### src/rtl/if_fetch.sv
// Instruction-fetch stage of the 5-stage MIPS pipeline: owns the PC and drives the imem handshake.
// Define IF_FETCH_IMEM_WAIT_EN to honour i_imem_ready (WAIT/DRAIN states); otherwise memory is zero-wait.
module if_fetch #(
  parameter logic [31:0] RESET_PC = 32'h0000_0000
) (
  input  logic        i_clk,
  input  logic        i_reset,
  input  logic        i_stall,
  input  logic        i_redirect,
  input  logic [31:0] i_redirect_pc,
  output logic        o_imem_req,
  output logic [31:0] o_imem_addr,
  input  logic [31:0] i_imem_rdata,
  input  logic        i_imem_ready,
  output logic [31:0] o_pc_incr,
  output logic [31:0] o_instr,
  output logic        o_fetch_valid,
  output logic [31:0] o_fetch_cnt
);

  typedef enum logic [1:0] {
    ST_BOOT  = 2'd0,
    ST_RUN   = 2'd1,
    ST_WAIT  = 2'd2,
    ST_DRAIN = 2'd3
  } state_t;

  state_t      r_state;
  state_t      w_state_nxt;
  logic [31:0] r_pc;
  logic [31:0] w_pc_nxt;
  logic [31:0] r_fetch_cnt;
  logic        w_ready;
  logic        w_fetch_valid;

`ifdef IF_FETCH_IMEM_WAIT_EN
  logic [31:0] r_pend_pc;
  logic [31:0] w_pend_pc_nxt;

  assign w_ready = i_imem_ready;
`else
  // Zero-wait memory: the ready input is intentionally left unobserved.
  logic w_unused_imem_ready;

  assign w_unused_imem_ready = i_imem_ready;
  assign w_ready             = 1'b1;
`endif

  // A word is only real when it completes in RUN/WAIT and is not being squashed by a redirect.
  assign w_fetch_valid = w_ready && (r_state == ST_RUN || r_state == ST_WAIT) && !i_redirect;

  assign o_imem_req    = (r_state != ST_BOOT);
  assign o_imem_addr   = r_pc;
  assign o_pc_incr     = r_pc + 32'd4;
  assign o_instr       = w_fetch_valid ? i_imem_rdata : 32'h0;
  assign o_fetch_valid = w_fetch_valid;
  assign o_fetch_cnt   = r_fetch_cnt;

  always_comb begin
    // NOTE: every signal driven here gets a default first so no path can infer a latch.
    w_state_nxt = r_state;
    w_pc_nxt    = r_pc;
`ifdef IF_FETCH_IMEM_WAIT_EN
    w_pend_pc_nxt = r_pend_pc;
`endif
    case (r_state)
      ST_BOOT: w_state_nxt = ST_RUN;
      ST_RUN, ST_WAIT: begin
        if (i_redirect) begin
`ifdef IF_FETCH_IMEM_WAIT_EN
          if (!w_ready) begin
            w_pend_pc_nxt = i_redirect_pc;
            w_state_nxt   = ST_DRAIN;
          end else
`endif
          begin
            w_pc_nxt    = i_redirect_pc;
            w_state_nxt = ST_RUN;
          end
        end
`ifdef IF_FETCH_IMEM_WAIT_EN
        else if (!w_ready) begin
          w_state_nxt = ST_WAIT;
        end
`endif
        else begin
          w_state_nxt = ST_RUN;
          if (!i_stall) begin
            w_pc_nxt = r_pc + 32'd4;
          end
        end
      end
`ifdef IF_FETCH_IMEM_WAIT_EN
      ST_DRAIN: begin
        // The address stays on the old PC until the abandoned fetch completes; latest target wins.
        if (i_redirect) begin
          w_pend_pc_nxt = i_redirect_pc;
        end
        if (w_ready) begin
          w_pc_nxt    = i_redirect ? i_redirect_pc : r_pend_pc;
          w_state_nxt = ST_RUN;
        end
      end
`endif
      default: w_state_nxt = ST_BOOT;
    endcase
  end

  // NOTE: sequential state uses non-blocking assignments so all registers update from pre-edge values.
  always_ff @(posedge i_clk) begin
    if (i_reset) begin
      r_state     <= ST_BOOT;
      r_pc        <= RESET_PC;
      r_fetch_cnt <= 32'd0;
    end else begin
      r_state <= w_state_nxt;
      r_pc    <= w_pc_nxt;
      if (w_fetch_valid && !i_stall) begin
        r_fetch_cnt <= r_fetch_cnt + 32'd1;
      end
    end
  end

`ifdef IF_FETCH_IMEM_WAIT_EN
  always_ff @(posedge i_clk) begin
    if (i_reset) begin
      r_pend_pc <= 32'd0;
    end else begin
      r_pend_pc <= w_pend_pc_nxt;
    end
  end
`endif

endmodule

### config.mk
export PLATFORM = sky130hd
export DESIGN_NAME = if_fetch
export DESIGN_NICKNAME = d
export VERILOG_FILES = /design/src/rtl/if_fetch.sv
export SDC_FILE = /design/constraint.sdc
export NUM_CORES = 1
export LEC_CHECK = 0
export CORE_ASPECT_RATIO = 1.1
export CORE_MARGIN = 2
export CORE_UTILIZATION = 42
export DETAILED_ROUTE_END_ITERATION = 7
export PLACE_DENSITY_LB_ADDON = 0.08
export SYNTH_ARGS = -nofsm -noshare
export SYNTH_HDL_FRONTEND = slang
export SYNTH_SLANG_ARGS = --single-unit
export TNS_END_PERCENT = 10
### constraint.sdc
create_clock -name i_clk -period 3.75 [get_ports i_clk]
set_input_delay 1.125 -clock i_clk [delete_from_list [all_inputs] [get_ports i_clk]]
set_output_delay 1.125 -clock i_clk [all_outputs]
set_load 0.02 [all_outputs]
==> summary.md <==
| Metric | Value |
|---|---|
| Cell Area, Synth | `4340 um2` |
| Routed Antenna Nets | `0` |
| Starting Density | `43.5%` |
| Post-synth top cells | `69 x nand2_1, 65 x dfxtp_1, 46 x and3_1` |
| Status | `complete, no violations` |
| Largest net degree at the start of global routing | `62` |
| Drc violations | `0` |
| Final instance area | `6850 um2` |
| Post-synthesis sequential area ratio | `30.0%` |
| Rows | `38` |
| Remaining Overflow, GRT | `0` |
| Total die area | `11200 um2` |
| Worst Setup Slack, final | `0.0840 ns` |
| I/O pin cnt | `199` |
| Fmax | `273 MHz` |
| Fin crit share | `97.8%` |
| YS warnings | `0` |
| Peak VDD IR | `0.140 mV` |
| Dpl hpwl | `11.5 mm` |
| Crit-path cells | `nand3_1 -> buf_4 -> nor3_1 -> buf_4 -> and2_1 -> xor2_1 -> clkdlybuf4s50_1` |
| WP data arrival | `2.54 ns` |
| Ys async rst share | `0%` |
| CP Launch Type | `flip-flop` |
| CORE AREA | `9980 um2` |
| 1st-iter DRT viols | `262` |
| Die Ht | `111 um` |
| CTS tree | `built` |
| Wire length of the first global-routing pass | `24.8 mm` |
| Main synth FF type | `dfxtp_1` |
| Yosys top cell by area | `dfxtp_1` |
| Fin crit period | `3.67 ns` |
| ANT cells | `0` |
| DR vias | `5326` |
| Hold Vio Cnt, Final | `0` |
| Clock skew | `0.00834 ns` |
| Worst-Margin Slew | `0.830 ns` |
| Die W | `101 um` |
| Seq cells post-synth | `65` |
| CP max stage delay | `0.61 ns` |
| DRT Pass-1 Iters | `5` |
| IO buf count | `197` |
| Final Net Count | `847` |
| Slew headroom | `44.6%` |
| Cell family with most CP delay | `buffers and inverters` |
| Post-DR vias/cell | `5.91` |
| Top-count cell post-synth | `nand2_1` |
| Hold crit path type | `reg2reg` |
| Final core occ | `68.6%` |
| Mapped Cells | `581` |
| Final setup vio count | `0` |
| Clock sinks | `65` |
| CP max stage cell | `clkdlybuf4s50_1` |
| Total track usage | `27.3%` |
| Root buffer cell | `clkbuf_8` |
| CP Capture Type | `output pin` |
| Syn Area/Cell | `7.47 um2` |
| Max-slew violations | `0` |
| Clk slew on worst S/H paths | `0.08 ns` |
| Crit Path Class | `reg2out` |
| Area contributors post-synth | `dfxtp_1 30%, and3_1 6.6%, nand2_1 6.0%` |
| Num CTS Buffers | `9` |
| EDFF count, synth | `0` |
| Req. time, crit path | `2.62 ns` |
| Share of cells above drive strength 1 | `10.1%` |
| Synth unique cells | `56` |
| Post-DR wirelength/cell | `17.4 um` |
| Top cell by count, worst path | `buf_4` |
| Ratio of total power to cell area | `263 nW/um2` |
| Worst-case clock buffer depth | `2` |
| Layout area overhead | `57.6%` |
| Clock Latency Late Sink | `0.35 ns` |
| RSZ-0062 raised after global routing | `yes` |
| Buffer and inverter count on the worst path | `3` |
| Drt total wl | `15.7 mm` |
| Cell Area, Placed | `6500 um2` |
| Pre-CTS WS | `0.196 ns` |
| Pleak | `2.51 nW` |
| CTS Hold Bufs | `0` |
| Top-area cell type share of the netlist area | `30.0%` |
| Post-route total power | `1.80 mW` |
| Max-Cap Viols | `0` |
| H-tree lvl count | `3` |
| GP Congestion | `0.947` |
| CP max FO | `10` |
| Vias in the first global route | `5052` |
| Syn nets | `652` |
| Initial antenna violation count | `0` |
==> kinds of logic after synthesis <==
group	synth area share [%]
mux	2.25
compound gates	19.4
simple gates	35.0
flops	30.0
xor+xnor	6.86
fa+ha+maj	0.576
buf+inv	5.96
==> routing by layer <==
layer	share of wire, %	global-route usage (%)	up-vias	wire length, um
li1	-	-	2548	-
met1	39	33.6	2482	6180
met2	49	44.9	262	7680
met3	8.2	5.99	34	1290
met4	3.2	13.0	0	503
met5	0	0	-	0
==> registers in the layout, summed over array words and instances, names as in the netlist <==
signal       flops
o_fetch_cnt     32
o_imem_addr     32
r_state          1
==> cell type report <==
| type | count | area (um2) |
|---|---|---|
| Timing Repair Buffer | 235 | 2260 |
| Clock inverter | 7 | 77.6 |
| Inverter | 12 | 45.0 |
| Clock buffer | 9 | 124 |
| Multi-Input combinational cell | 453 | 2880 |
| Tap cell | 120 | 150 |
| Sequential cell | 65 | 1310 |
| Fill cell | 854 | 3140 |
==> worst register-to-register path, cell delays in order (launching register included) <==
cell	delay [ns]
dfxtp_2	0.67
buf_4	0.27
nand2b_1	0.19
or2_2	0.52
nor4_1	0.39
mux2_1	0.36
==> final timing paths <==
check	cells after the start	startpoint	endpoint	slack (ns)
max	7	o_imem_addr[5]$_SDFFE_PP0P_	o_pc_incr[24]	0.08
max reg2reg	5	r_state[0]$_SDFF_PP0_	o_fetch_cnt[31]$_SDFFE_PP0P_	1.26
min	2	o_imem_addr[1]$_SDFFE_PP0P_	o_imem_addr[1]$_SDFFE_PP0P_	0.47
min reg2reg	2	o_imem_addr[1]$_SDFFE_PP0P_	o_imem_addr[1]$_SDFFE_PP0P_	0.47
==> metrics by stage <==
step	setup TNS [ns]	hold slack, ns	instances
CTS	-0.492	0.474	896
floorplan	0	0.547	581
global placement	0	0.458	880
detailed placement	0	0.463	880
finish	0	0.470	901
global route	-0.188	0.511	901
==> power by group <==
part / switching (mW) / leakage [nW] / internal (mW)
logic: 0.208 / 1.88 / 0.217
registers: 0.0385 / 0.530 / 0.712
clock network: 0.311 / 0.100 / 0.313
==> layout by cell type (no fill, tap or decap), types with 12 or more instances in the layout <==
cell type / n
clkdlybuf4s50_1: 191
nor3_1: 12
buf_4: 38
and3_1: 46
nand3_1: 19
o21ai_0: 14
nand2_1: 69
nand4_1: 24
or4_1: 14
nor2_1: 39
a21oi_1: 40
dfxtp_1: 60
o31ai_1: 15
xnor2_1: 24
==> timing repair <==
action,in CTS,in global routing
endpoints found under the hold margin,0,0
setup buffers,0,5
setup endpoints to repair,12,16
resized for setup,5,18
pin swaps,2,3
(Power assumes the default switching activity.)
